`src/rtl/result_seg7_display_pkg.sv`:
```
// Shared constants for the 8-digit multiplexed 7-segment display:
// blank encodings, digit count and the active-low hex segment table.
package seg7_pkg;

  localparam int unsigned NUM_DIGITS = 8;

  localparam logic [6:0] SEG_OFF = 7'h7F;
  localparam logic [7:0] AN_OFF  = 8'hFF;

  // Active-low segments, bit0 = a ... bit6 = g.
  localparam logic [6:0] SEG_TABLE [16] = '{
    7'h40, 7'h79, 7'h24, 7'h30, 7'h19, 7'h12, 7'h02, 7'h78,
    7'h00, 7'h10, 7'h08, 7'h03, 7'h46, 7'h21, 7'h06, 7'h0E
  };

  typedef logic [2:0] digit_idx_t;

endpackage

```
`src/rtl/result_seg7_display_hex_to_seg7.sv`:
```
// Combinational nibble to active-low 7-segment pattern decoder.
module hex_to_seg7
  import seg7_pkg::*;
(
  input  logic [3:0] nib_i,
  output logic [6:0] seg_o
);

  always_comb begin
    seg_o = SEG_TABLE[nib_i];
  end

endmodule

```
`src/rtl/result_seg7_display.sv`:
```
// Captures the 32-bit Result bus and scans it as 8 hex digits onto a
// multiplexed active-low 7-segment display with optional leading-zero blanking.
module result_seg7_display
  import seg7_pkg::*;
#(
  parameter int unsigned REFRESH_DIV = 100000,
  parameter bit          BLANK_LZ    = 1'b1
) (
  input  logic        clk,
  input  logic        rst,
  input  logic [31:0] Result,
  input  logic        hold,
  output logic [6:0]  LED,
  output logic [7:0]  Anode
);

  localparam int unsigned     DIV_W    = (REFRESH_DIV > 1) ? $clog2(REFRESH_DIV) : 1;
  localparam logic [DIV_W-1:0] DIV_LAST = DIV_W'(REFRESH_DIV - 1);

  logic [DIV_W-1:0] div_cnt_q, div_cnt_d;
  digit_idx_t       idx_q, idx_d;
  logic [31:0]      disp_q, disp_d;
  logic [6:0]       led_q, led_d;
  logic [7:0]       anode_q, anode_d;

  logic [3:0]       nib;
  logic [6:0]       seg;
  logic [31:0]      upper_nibs;
  logic             blank;

  hex_to_seg7 u_dec (
    .nib_i (nib),
    .seg_o (seg)
  );

  always_comb begin
    disp_d    = hold ? disp_q : Result;
    div_cnt_d = div_cnt_q + DIV_W'(1);
    idx_d     = idx_q;
    if (div_cnt_q == DIV_LAST) begin
      div_cnt_d = '0;
      idx_d     = idx_q + 3'd1;
    end
  end

  // A slot is blank when it and every more-significant nibble are zero.
  always_comb begin
    nib        = disp_q[{idx_q, 2'b00} +: 4];
    upper_nibs = disp_q >> {idx_q, 2'b00};
    blank      = BLANK_LZ && (idx_q != 3'd0) && (upper_nibs == '0);
    led_d      = seg;
    anode_d    = ~(8'h01 << idx_q);
    if (blank) begin
      led_d   = SEG_OFF;
      anode_d = AN_OFF;
    end
  end

  always_ff @(posedge clk or negedge rst) begin
    if (!rst) begin
      div_cnt_q <= '0;
      idx_q     <= '0;
      disp_q    <= '0;
      led_q     <= SEG_OFF;
      anode_q   <= AN_OFF;
    end else begin
      div_cnt_q <= div_cnt_d;
      idx_q     <= idx_d;
      disp_q    <= disp_d;
      led_q     <= led_d;
      anode_q   <= anode_d;
    end
  end

  assign LED   = led_q;
  assign Anode = anode_q;

endmodule

```
`config.mk`:
```
export PLATFORM = sky130hd
export DESIGN_NAME = result_seg7_display
export DESIGN_NICKNAME = d
export VERILOG_FILES = /design/src/rtl/result_seg7_display_pkg.sv /design/src/rtl/result_seg7_display_hex_to_seg7.sv /design/src/rtl/result_seg7_display.sv
export SDC_FILE = /design/constraint.sdc
export NUM_CORES = 1
export LEC_CHECK = 0
export BUFFER_PORTS_ARGS = -buffer_cell sky130_fd_sc_hd__buf_4
export CAP_MARGIN = 20
export CORE_MARGIN = 2
export CORE_UTILIZATION = 55
export CTS_BUF_LIST = sky130_fd_sc_hd__clkbuf_4 sky130_fd_sc_hd__clkbuf_8 sky130_fd_sc_hd__clkbuf_16
export CTS_CLUSTER_DIAMETER = 120
export DETAILED_ROUTE_END_ITERATION = 12
export GPL_ROUTABILITY_DRIVEN = 0
export HOLD_SLACK_MARGIN = 0.02
export PLACE_DENSITY = 0.84
export SLEW_MARGIN = 10
export SYNTH_ARGS = -nofsm -noshare
export SYNTH_HDL_FRONTEND = slang
export SYNTH_SLANG_ARGS = --single-unit
```
`constraint.sdc`:
```
create_clock -name clk -period 3 [get_ports clk]
set_input_delay 0.3 -clock clk [delete_from_list [all_inputs] [get_ports clk]]
set_output_delay 0.3 -clock clk [all_outputs]
set_load 0.03 [all_outputs]
```
==> summary.md, run 1 <==
### Drt
• 2531 — via total after detailed routing
• 4 — Pre-Repair DR Iteration Count
• met4 — uppermost layer routed
• 488 um — total met3 wirelength after detailed routing
• 3060 um — Routed met1 length
• 0 — number of routed nets with antenna violations
• 0 — DRC violations left
• 16.1 um — wire length per cell after detailed routing
• 3250 um — routed wire length on met2
• 99 — drt initial violations
• 5.89 — vias per std cell
• 6940 um — wire length after detailed routing

### Worst setup path
• 3.25 ns — data required time of the worst path
• 2.91 ns — WP data arrival
• idx_q[0] — source of the worst register-to-register timing path
• LED[0] — endpoint of the worst setup timing path
• LED[0] — endpoint of the lowest-slack register-to-register path
• register — endpoint kind of the worst setup timing path
• register to register — Crit Path Category
• 13 — crit-path max FO
• 5 — worst-case reg-to-reg path depth
• 5 — instance count on the critical path
• compound AO/OA/AOI/OAI gates — critical path's top delay family
• register — Startpoint Class
• 0.62 ns — Max stage delay on crit path
• sky130_fd_sc_hd__dfrtp_1 — CP max stage cell
• 0.34 ns — minimum setup slack among reg-to-reg paths
• mux4_2, mux2_4, a2111oi_4, o221ai_2, o2111ai_1 — ordered cell list for the critical path
• 0 — number of buffer and inverter stages on the critical path
• idx_q[0] — worst setup path startpoint

### Die
• 84.2 um — Chip Height
• 56.4% — Starting Density
• 6280 sq um — core area
• 7090 sq um — Die Area
• 29 — Std-Cell Rows
• 84.2 um — overall die width
• 50 — boundary pin count

### Synth
• sky130_fd_sc_hd__dfrtp_1 — commonest register cell after synthesis
• 0 — yosys synthesis warning count
• 100% — ys async rst share
• 347 — number of nets produced by synthesis
• 299 — synthesized instance count
• 44 — library cells used by synthesis
• 11.8 sq um — average instance area after synthesis
• 0 — number of enable flip-flop cells after synthesis
• 47.9% — post-synthesis sequential area ratio
• 3540 sq um — combined area of all synthesized cells
• 67 — #FFs+latches synth

### Clock tree
• 0 — number of gates resized after cts
• done — CTS tree
• 3 — H-Tree Level Count
• 0 — number of hold-repair buffers added at the cts stage
• 2 — maximum buffer depth of the clock tree
• 0.34 ns — source-to-sink clock delay at the later pin of the worst-skew pair
• 9 — Num CTS Buffers
• sky130_fd_sc_hd__clkbuf_8 — Root Buffer
• 0 — number of setup buffers added after CTS
• 0.07 ns — CTS clk-pin slew, worst paths
• 67 — number of sinks on the clock net

### Placement
• 49 — total of buffers placed on input and output ports
• 0.373 ns — worst slack at placement
• 5070 um — post-detail-place hpwl

### GRT
• 2487 — number of global-route vias before repair
• 21.4% — All-Layer GR Usage
• 0 — initial antenna violation count
• 11900 um — global-route wire length before repair
• 0 — overflow left after global routing
• 68 — largest net degree at the start of global routing

### STA
• 0.344 ns — post-route setup slack
• 0.806 ns — slew at the pin closest to its max-slew limit
• 0 ns — post-route setup TNS
• 0.00705 ns — final clock skew
• 0 — hold violation count in the final report
• no — setup repair after global routing missed its margin
• 376 MHz — maximum clock rate
• 46.3% — Relative slew margins
• 88.5% — final period utilization
• 2.66 ns — final critical path time including I/O delays and setup
• 0 — fin. max-slew vios
• 0 — total setup violations reported at the end of the flow
• 0.0462 ns — Worst Hold Slack

### Power and ir drop
• 516 nW/um^2 — power density over cell area
• 0.00217 W — total design power
• 1.73 nW — static power due to leakage
• 0.317 mV — maximum vdd drop

### Layout
• sky130_fd_sc_hd__dfrtp_1, sky130_fd_sc_hd__buf_4, sky130_fd_sc_hd__mux2_2 — top library cells by usage in the layout, fill and taps aside
• 39.4% — fraction of final layout cells sized beyond drive strength 1
• 0 — number of inserted diodes
• 470 — number of filler instances in the final layout
• 396 — total number of nets in the final design
• 18.9% — Layout area overhead
• 67.0% — fin util

### Hold path
• input pin to async pin — class of the tightest hold or removal check

### Run
• 0 — # Max-Cap Violations

### Status
• completed — result of the run

==> synthesized netlist by cell type (2+ instances only) <==
master	count	area, sq um
sky130_fd_sc_hd__dfrtp_1	52	1300
sky130_fd_sc_hd__mux2_2	33	372
sky130_fd_sc_hd__nor2_1	23	86.3
sky130_fd_sc_hd__dfstp_2	15	394
sky130_fd_sc_hd__mux2i_1	15	150
sky130_fd_sc_hd__nand2_1	15	56.3
sky130_fd_sc_hd__ha_1	13	163
sky130_fd_sc_hd__xnor2_1	11	96.3
sky130_fd_sc_hd__nor3_1	10	50.1
sky130_fd_sc_hd__inv_1	8	30.0
sky130_fd_sc_hd__nor4_1	7	43.8
sky130_fd_sc_hd__o21ai_0	7	35.0
sky130_fd_sc_hd__a211oi_1	6	45.0
sky130_fd_sc_hd__buf_2	6	30.0
sky130_fd_sc_hd__mux4_2	6	135
sky130_fd_sc_hd__nand3_1	6	30.0
sky130_fd_sc_hd__nand4_1	6	37.5
sky130_fd_sc_hd__clkbuf_1	5	18.8
sky130_fd_sc_hd__o221ai_2	5	75.1
sky130_fd_sc_hd__xor2_1	5	43.8
sky130_fd_sc_hd__a21oi_1	4	20.0
sky130_fd_sc_hd__a31oi_1	3	18.8
sky130_fd_sc_hd__buf_1	3	11.3
sky130_fd_sc_hd__nand3b_1	3	22.5
sky130_fd_sc_hd__nor3b_1	3	22.5
sky130_fd_sc_hd__o21ai_1	3	15.0
sky130_fd_sc_hd__a22oi_1	2	15.0
sky130_fd_sc_hd__buf_6	2	22.5
sky130_fd_sc_hd__inv_2	2	7.51
sky130_fd_sc_hd__nor2b_1	2	12.5
sky130_fd_sc_hd__o2111ai_1	2	17.5
sky130_fd_sc_hd__o211ai_2	2	25.0
sky130_fd_sc_hd__o22ai_1	2	12.5
sky130_fd_sc_hd__or4b_2	2	20.0
==> worst min-delay path by stage <==
stage | cells after the start | slack [ns] | end
after floorplan | 0 | 0.004 | disp_q[0]
after global placement | 1 | 0.44 | disp_q[3]
after detailed placement | 1 | 0.44 | disp_q[5]
after CTS | 1 | 0.06 | disp_q[6]
after global routing | 1 | 0.11 | disp_q[12]
final | 1 | 0.05 | disp_q[12]
==> per-stage QoR <==
stage	instances	cell area (sq um)
after floorplan	299	3540
after global placement	413	3970
after detailed placement	413	3970
after CTS	429	4200
after global routing	430	4210
final	430	4210
==> area by class of cell <==
cell class / count / area, sq um / share of cell area, %
Clock buffer: 12 / 159 / 3.78
Multi-Input combinational cell: 206 / 1730 / 41.1
Timing Repair Buffer: 54 / 418 / 9.93
Tap cell: 77 / 96.3 / 2.29
Inverter: 10 / 37.5 / 0.892
Sequential cell: 67 / 1700 / 40.3
Clock inverter: 4 / 72.6 / 1.72
==> registers in the layout, summed over array words and instances (netlist names) <==
| register | cells |
|---|---|
| disp_q | 32 |
| div_cnt_q | 17 |
| Anode | 8 |
| LED | 7 |
| idx_q | 3 |
==> logic make-up after synthesis <==
kind of cell | synth area share [%]
adders and majority gates | 4.60
and+or+nand+nor | 12.0
buffers and inverters | 3.39
xor gates and xnor gates | 3.96
AOI/OAI and AO/OA | 9.16
muxes | 19.0
DFF | 47.9
==> report_power, final <==
| group | switching, W | leakage, nW | internal [W] |
|---|---|---|---|
| Clock | 0.000328 | 0.116 | 0.000521 |
| Combinational | 0.000146 | 0.814 | 0.000145 |
| Sequential | 0.0000557 | 0.796 | 0.000974 |
| Total | 0.000530 | 1.73 | 0.00164 |
==> routing by layer <==
layer	vias to the layer above	GRT usage (%)
met4	0	10.7
met5	-	0
met2	86	32.4
li1	1195	-
met1	1238	28.9
met3	12	5.60
Power figures use the tool's default switching activity.
==> run 2, diff against run 1 <==
--- a/config.mk
+++ b/config.mk
@@ -5,11 +5,10 @@
 export SDC_FILE = /design/constraint.sdc
 export NUM_CORES = 1
 export LEC_CHECK = 0
-export BUFFER_PORTS_ARGS = -buffer_cell sky130_fd_sc_hd__buf_4
+export BUFFER_PORTS_ARGS = -buffer_cell sky130_fd_sc_hd__buf_2
 export CAP_MARGIN = 20
 export CORE_MARGIN = 2
 export CORE_UTILIZATION = 55
-export CTS_BUF_LIST = sky130_fd_sc_hd__clkbuf_4 sky130_fd_sc_hd__clkbuf_8 sky130_fd_sc_hd__clkbuf_16
 export CTS_CLUSTER_DIAMETER = 120
 export DETAILED_ROUTE_END_ITERATION = 12
 export GPL_ROUTABILITY_DRIVEN = 0
==> run 2 against run 1 <==
Effect of this change:
- highest routed layer unchanged
- combinational power fell by 5%
- core utilization fell by 2.2 points
- power fell by 5.7%
- largest power group unchanged
- critical path type unchanged
- hold slack lost 0.025 ns
- critical endpoint unchanged
- largest cell class unchanged
- count of clock-buffer cells in the layout grew 1
==> summary.md, run 2 (synthesized netlist as in run 1, its figures left out) <==
### GRT
• 0 — overflow left after global routing, unchanged
• 0 — initial antenna violation count, unchanged
• 22.0% — All-Layer GR Usage, was 21.4%
• 2539 — number of global-route vias before repair, was 2487
• 12200 um — global-route wire length before repair, was 11900 um
• 38 — largest net degree at the start of global routing, was 68

### Clock tree
• 2 — maximum buffer depth of the clock tree, unchanged
• 0 — number of setup buffers added after CTS, unchanged
• 9 — Num CTS Buffers, unchanged
• 0.35 ns — source-to-sink clock delay at the later pin of the worst-skew pair, was 0.34 ns
• 67 — number of sinks on the clock net, unchanged
• 0.07 ns — CTS clk-pin slew, worst paths, about the same
• done — CTS tree, unchanged
• sky130_fd_sc_hd__clkbuf_8 — Root Buffer, unchanged
• 0 — number of hold-repair buffers added at the cts stage, unchanged
• 0 — number of gates resized after cts, unchanged
• 3 — H-Tree Level Count, unchanged

### Power and ir drop
• 25.5% — switching share of total power, was 24.4%
• 13.4% — share of power burned in combinational logic, about the same
• 0.00152 W — cell internal pwr, was 0.00164 W
• 503 nW/um^2 — power density over cell area, was 516 nW/um^2
• 0.343 mV — maximum vdd drop, was 0.317 mV
• 0.00205 W — total design power, was 0.00217 W
• 50.3% — Seq pwr share, was 47.4%
• 0.000521 W — switching power, was 0.000530 W
• 1.67 nW — static power due to leakage, was 1.73 nW
• 36.3% — portion of total power attributed to the clock network, was 39.2%

### STA
• 0 — hold violation count in the final report, unchanged
• 0 ns — post-route setup TNS, unchanged
• 88.5% — final period utilization, about the same
• 0.346 ns — post-route setup slack, was 0.344 ns
• 2.65 ns — final critical path time including I/O delays and setup, was 2.66 ns
• no — setup repair after global routing missed its margin, unchanged
• 0 — total setup violations reported at the end of the flow, unchanged
• 49.2% — Relative slew margins, was 46.3%
• 0 — fin. max-slew vios, unchanged
• 0.00862 ns — final clock skew, was 0.00705 ns
• 0.762 ns — slew at the pin closest to its max-slew limit, was 0.806 ns
• 377 MHz — maximum clock rate, was 376 MHz

### Layout
• sky130_fd_sc_hd__dfrtp_1 — leading cell type in the layout, fill and taps excluded
• 1730 sq um — footprint of the multi-input gates, unchanged
• 64.8% — fin util, was 67.0%
• sky130_fd_sc_hd__dfrtp_1, sky130_fd_sc_hd__buf_2, sky130_fd_sc_hd__mux2_2 — top library cells by usage in the layout, fill and taps aside, was sky130_fd_sc_hd__dfrtp_1, sky130_fd_sc_hd__buf_4, sky130_fd_sc_hd__mux2_2
• 15.0% — Layout area overhead, was 18.9%
• 38.8% — fraction of final layout cells sized beyond drive strength 1, was 39.4%
• 4070 sq um — area of all placed cells without fillers, was 4210 sq um
• 1700 sq um — area occupied by registers, unchanged
• disp_q — register with the most flip-flops, unchanged
• 0 — number of inserted diodes, unchanged
• 487 — number of filler instances in the final layout, was 470
• 32 — max FFs per register, unchanged
• 397 — total number of nets in the final design, was 396

### Drt
• 5.78 — vias per std cell, was 5.89
• 4 — Pre-Repair DR Iteration Count, unchanged
• 420 um — total met3 wirelength after detailed routing, was 488 um
• 2487 — via total after detailed routing, was 2531
• 0 — DRC violations left, unchanged
• 3230 um — Routed met1 length, was 3060 um
• 0 — number of routed nets with antenna violations, unchanged
• 3280 um — routed wire length on met2, was 3250 um
• met4 — uppermost layer routed, unchanged
• 168 — drt initial violations, was 99
• 16.5 um — wire length per cell after detailed routing, was 16.1 um
• 7100 um — wire length after detailed routing, was 6940 um

### Die
• 7090 sq um — Die Area, unchanged
• 84.2 um — overall die width, unchanged
• 6280 sq um — core area, unchanged
• 56.4% — Starting Density, unchanged
• 84.2 um — Chip Height, unchanged
• 29 — Std-Cell Rows, unchanged
• 50 — boundary pin count, unchanged

### Worst setup path
• register — endpoint kind of the worst setup timing path, unchanged
• 3.26 ns — data required time of the worst path, was 3.25 ns
• 13 — crit-path max FO, unchanged
• 2.92 ns — WP data arrival, was 2.91 ns
• LED[0] — endpoint of the lowest-slack register-to-register path, unchanged
• 5 — worst-case reg-to-reg path depth, unchanged
• register to register — Crit Path Category, unchanged
• idx_q[0] — source of the worst register-to-register timing path, unchanged
• register — Startpoint Class, unchanged
• 0.35 ns — minimum setup slack among reg-to-reg paths, was 0.34 ns

### Placement
• 5150 um — post-detail-place hpwl, was 5070 um
• 3870 sq um — cell area reported after detailed placement, was 3970 sq um
• 49 — total of buffers placed on input and output ports, unchanged
• 0.378 ns — worst slack at placement, was 0.373 ns

### Run
• 0 — # Max-Cap Violations, unchanged

### Status
• completed — result of the run, unchanged

### Hold path
• input pin to async pin — class of the tightest hold or removal check, unchanged

run 2: cell count changes in the layout (fill, tap and decap cells not counted), sizes merged:
| cell | previous run | this run |
|---|---|---|
| bufinv | 2 | 1 |
| clkinvlp | 1 | 0 |
| buf | 53 | 55 |
run 2: metal layers:
layer	up-vias	global-route usage, %
met5	-	0
met4	0	10.3
met3	21	6.00
met2	82	33.0
met1	1189	30.1
li1	1195	-
run 2: layout make-up:
class / count / share of cell area, %
Sequential cell: 67 / 41.7
Clock buffer: 13 / 3.91
Tap cell: 77 / 2.37
Clock inverter: 2 / 0.861
Timing Repair Buffer: 55 / 7.75
Inverter: 10 / 0.923
Multi-Input combinational cell: 206 / 42.5
run 2: how the worst max path moves through the flow:
| stage | startpoint | to | slack, ns | cells past startpoint |
|---|---|---|---|---|
| 2_1_floorplan | idx_q[1] | LED[4] | 0.68 | 10 |
| 3_3_place_gp | idx_q[0] | LED[0] | 0.48 | 5 |
| 3_5_place_dp | idx_q[0] | LED[0] | 0.38 | 5 |
| 4_1_cts | idx_q[0] | LED[0] | 0.37 | 5 |
| 5_1_grt | idx_q[0] | LED[0] | 0.18 | 5 |
| 6_report | idx_q[0] | LED[0] | 0.35 | 5 |
run 2: power groups by stage:
stage / clock network [W] / logic [W] / registers, W
2_1_floorplan: 0 / 0.000158 / 0.00106
6_report: 0.000741 / 0.000275 / 0.00103
5_1_grt: 0.000801 / 0.000302 / 0.00103
4_1_cts: 0.000755 / 0.000276 / 0.00103
3_5_place_dp: 0 / 0.000275 / 0.00104
3_3_place_gp: 0 / 0.000265 / 0.00104
run 2: worst max-delay path, cell delays in order (launching register included):
cell and delay, ns:
sky130_fd_sc_hd__dfrtp_1 0.63, sky130_fd_sc_hd__mux4_2 0.59, sky130_fd_sc_hd__mux2_4 0.37, sky130_fd_sc_hd__a2111oi_4 0.35, sky130_fd_sc_hd__o221ai_2 0.33, sky130_fd_sc_hd__o2111ai_1 0.29
run 2: stage by stage:
stage	hold slack, ns	cells
detailed placement	0.412	415
finish	0.0208	430
global placement	0.401	414
CTS	0.0380	430
global route	0.0811	430
floorplan	0.00441	299
==> run 3, diff against run 2 <==
--- a/config.mk
+++ b/config.mk
@@ -8,12 +8,12 @@
 export BUFFER_PORTS_ARGS = -buffer_cell sky130_fd_sc_hd__buf_2
 export CAP_MARGIN = 20
 export CORE_MARGIN = 2
-export CORE_UTILIZATION = 55
+export CORE_UTILIZATION = 48
 export CTS_CLUSTER_DIAMETER = 120
 export DETAILED_ROUTE_END_ITERATION = 12
 export GPL_ROUTABILITY_DRIVEN = 0
 export HOLD_SLACK_MARGIN = 0.02
-export PLACE_DENSITY = 0.84
+export PLACE_DENSITY = 0.76
 export SLEW_MARGIN = 10
 export SYNTH_ARGS = -nofsm -noshare
 export SYNTH_HDL_FRONTEND = slang
==> constraint.sdc (replaced) <==
create_clock -name clk -period 3 [get_ports clk]
set_input_delay 0.15 -clock clk [delete_from_list [all_inputs] [get_ports clk]]
set_output_delay 0.15 -clock clk [all_outputs]
set_load 0.03 [all_outputs]
==> run 3 against run 2 <==
Effect of this change:
- clock skew is 0.0031 ns lower
- power rose by 5.6%
- sequential power about the same
- via count is 1.4% higher
- largest cell class unchanged
- setup slack better by 0.019 ns
- hold slack improved by 0.011 ns
- sequential cell count did not move
- die area increased by 14%
- maximum frequency rose by 0.71%
- clock power is 14% higher
- count of clock-buffer cells in the layout is 1 lower
- wire length decreased by 0.61%
==> summary.md, run 3 (synthesized netlist as in run 1, its figures left out) <==
### Status
• completed — result of the run, unchanged

### Drt
• 4 — Pre-Repair DR Iteration Count, unchanged
• 2521 — via total after detailed routing, was 2487
• 15.2 um — wire length per cell after detailed routing, was 16.5 um
• 7060 um — wire length after detailed routing, was 7100 um
• 5.42 — vias per std cell, was 5.78
• 126 — drt initial violations, was 168
• 0 — DRC violations left, unchanged
• 0 — number of routed nets with antenna violations, unchanged

### Layout
• 19.9% — Layout area overhead, was 15.0%
• disp_q — register with the most flip-flops, unchanged
• 1700 sq um — area occupied by registers, unchanged
• 38.5% — fraction of final layout cells sized beyond drive strength 1, was 38.8%
• 409 — total number of nets in the final design, was 397
• 0 — number of inserted diodes, unchanged
• 32 — max FFs per register, unchanged
• 1730 sq um — footprint of the multi-input gates, unchanged
• 633 — number of filler instances in the final layout, was 487
• 465 — non-filler cells in the finished layout, was 430
• sky130_fd_sc_hd__dfrtp_1 — leading cell type in the layout, fill and taps excluded, unchanged
• sky130_fd_sc_hd__dfrtp_1, sky130_fd_sc_hd__buf_2, sky130_fd_sc_hd__mux2_2 — top library cells by usage in the layout, fill and taps aside, unchanged
• 58.8% — fin util, was 64.8%

### GRT
• 11900 um — global-route wire length before repair, was 12200 um
• 0 — initial antenna violation count, unchanged
• 18.4% — All-Layer GR Usage, was 22.0%
• 0 — overflow left after global routing, unchanged
• 2400 — number of global-route vias before repair, was 2539
• 46 — largest net degree at the start of global routing, was 38

### Worst setup path
• 0.36 ns — minimum setup slack among reg-to-reg paths, was 0.35 ns
• 0.61 ns — Max stage delay on crit path, was 0.63 ns
• sky130_fd_sc_hd__dfrtp_1 — CP max stage cell, unchanged
• 2.90 ns — WP data arrival, was 2.92 ns
• idx_q[0] — worst setup path startpoint, unchanged
• 13 — crit-path max FO, unchanged
• mux4_2, mux2_4, a2111oi_4, o221ai_2, o2111ai_1 — ordered cell list for the critical path, unchanged
• LED[0] — endpoint of the worst setup timing path, unchanged
• register — Startpoint Class, unchanged
• LED[0] — endpoint of the lowest-slack register-to-register path, unchanged
• idx_q[0] — source of the worst register-to-register timing path, unchanged
• 5 — worst-case reg-to-reg path depth, unchanged
• register to register — Crit Path Category, unchanged
• 3.26 ns — data required time of the worst path, about the same
• register — endpoint kind of the worst setup timing path, unchanged

### STA
• 0 ns — post-route setup TNS, unchanged
• 55.0% — Relative slew margins, was 49.2%
• no — setup repair after global routing missed its margin, unchanged
• 0 — fin. max-slew vios, unchanged
• 379 MHz — maximum clock rate, was 377 MHz
• 87.8% — final period utilization, was 88.5%
• 0 — hold violation count in the final report, unchanged
• 0.00555 ns — final clock skew, was 0.00862 ns
• 2.64 ns — final critical path time including I/O delays and setup, was 2.65 ns
• 0.365 ns — post-route setup slack, was 0.346 ns
• 0 — total setup violations reported at the end of the flow, unchanged
• 0.675 ns — slew at the pin closest to its max-slew limit, was 0.762 ns

### Clock tree
• 0 — number of setup buffers added after CTS, unchanged
• 0 — number of gates resized after cts, unchanged
• 9 — Num CTS Buffers, unchanged
• 2 — maximum buffer depth of the clock tree, unchanged
• 3 — H-Tree Level Count, unchanged
• 0.07 ns — CTS clk-pin slew, worst paths, about the same
• sky130_fd_sc_hd__clkbuf_8 — Root Buffer, unchanged
• 0.35 ns — source-to-sink clock delay at the later pin of the worst-skew pair, about the same
• 67 — number of sinks on the clock net, unchanged
• done — CTS tree, unchanged

### Die
• 49.0% — Starting Density, was 56.4%
• 31 — Std-Cell Rows, was 29
• 50 — boundary pin count, unchanged
• 8070 sq um — Die Area, was 7090 sq um
• 89.9 um — overall die width, was 84.2 um
• 89.9 um — Chip Height, was 84.2 um
• 7210 sq um — core area, was 6280 sq um

### Power and ir drop
• 0.286 mV — maximum vdd drop, was 0.343 mV
• 1.74 nW — static power due to leakage, was 1.67 nW
• 0.00216 W — total design power, was 0.00205 W
• 509 nW/um^2 — power density over cell area, was 503 nW/um^2

### Placement
• 49 — total of buffers placed on input and output ports, unchanged
• 438 — placed cell count, was 415
• 5120 um — post-detail-place hpwl, was 5150 um
• 0.399 ns — worst slack at placement, was 0.378 ns

### Run
• 0 — # Max-Cap Violations, unchanged

### Hold path
• 2 — depth of the worst hold-timing path
• input pin to register — class of the tightest hold or removal check, was input pin to async pin

## run 3: cell count changes in the layout (fill, tap and decap cells not counted), sizes merged
cell         change
dlygate4sd3     +10
clkinvlp         +1
bufinv           +1
buf              +2
clkbuf           -1
## run 3: critical path, delay by kind of cell (launching register included)
kind,cells,cell delay (ns)
AOI/OAI and AO/OA,3,0.98
DFF,1,0.61
muxes,2,0.96
## run 3: metal layers
layer  share of wire, %  vias to the layer above  routed length [um]  global-route usage (%)
met3                4.7                       15                 330                    5.03
met4                2.0                        0                 142                    6.67
met5                  0                        -                   0                       0
li1                   -                     1219                   -                       -
met1                 48                     1212                3390                    26.5
met2                 45                       75                3190                    26.9
## run 3: report_power, final
group          internal [W]  switching, W  total, W  leakage, nW
Clock              0.000512      0.000333  0.000845        0.113
Combinational      0.000137      0.000149  0.000286        0.829
Sequential         0.000973     0.0000556   0.00103        0.796
## run 3: area by class of cell
cell class | count | area share [%]
multi-input combinational | 206 | 40.7
sequential | 67 | 39.9
timing repair buffer | 67 | 10.1
clock buffer | 12 | 3.66
tap | 99 | 2.92
clock inverter | 4 | 1.71
inverter | 10 | 0.884
## run 3: worst min path at each step
stage | to | from
floorplan | disp_q[0] | rst
global placement | div_cnt_q[8] | rst
detailed placement | div_cnt_q[12] | rst
CTS | disp_q[2] | Result[2]
global route | disp_q[15] | Result[15]
finish | disp_q[9] | Result[9]
## run 3: repair_timing
action                                  4_1_cts  5_1_grt
hold endpoints to repair                     50        2
endpoints found under the setup margin        0        0
hold buffers                                  8        2
## run 3: through the flow
step / hold WS [ns] / cell area [sq um]
6_report: 0.0322 / 4240
3_3_place_gp: 0.350 / 3890
5_1_grt: 0.0221 / 4240
4_1_cts: 0.0201 / 4200
2_1_floorplan: -0.146 / 3540
3_5_place_dp: 0.373 / 3900
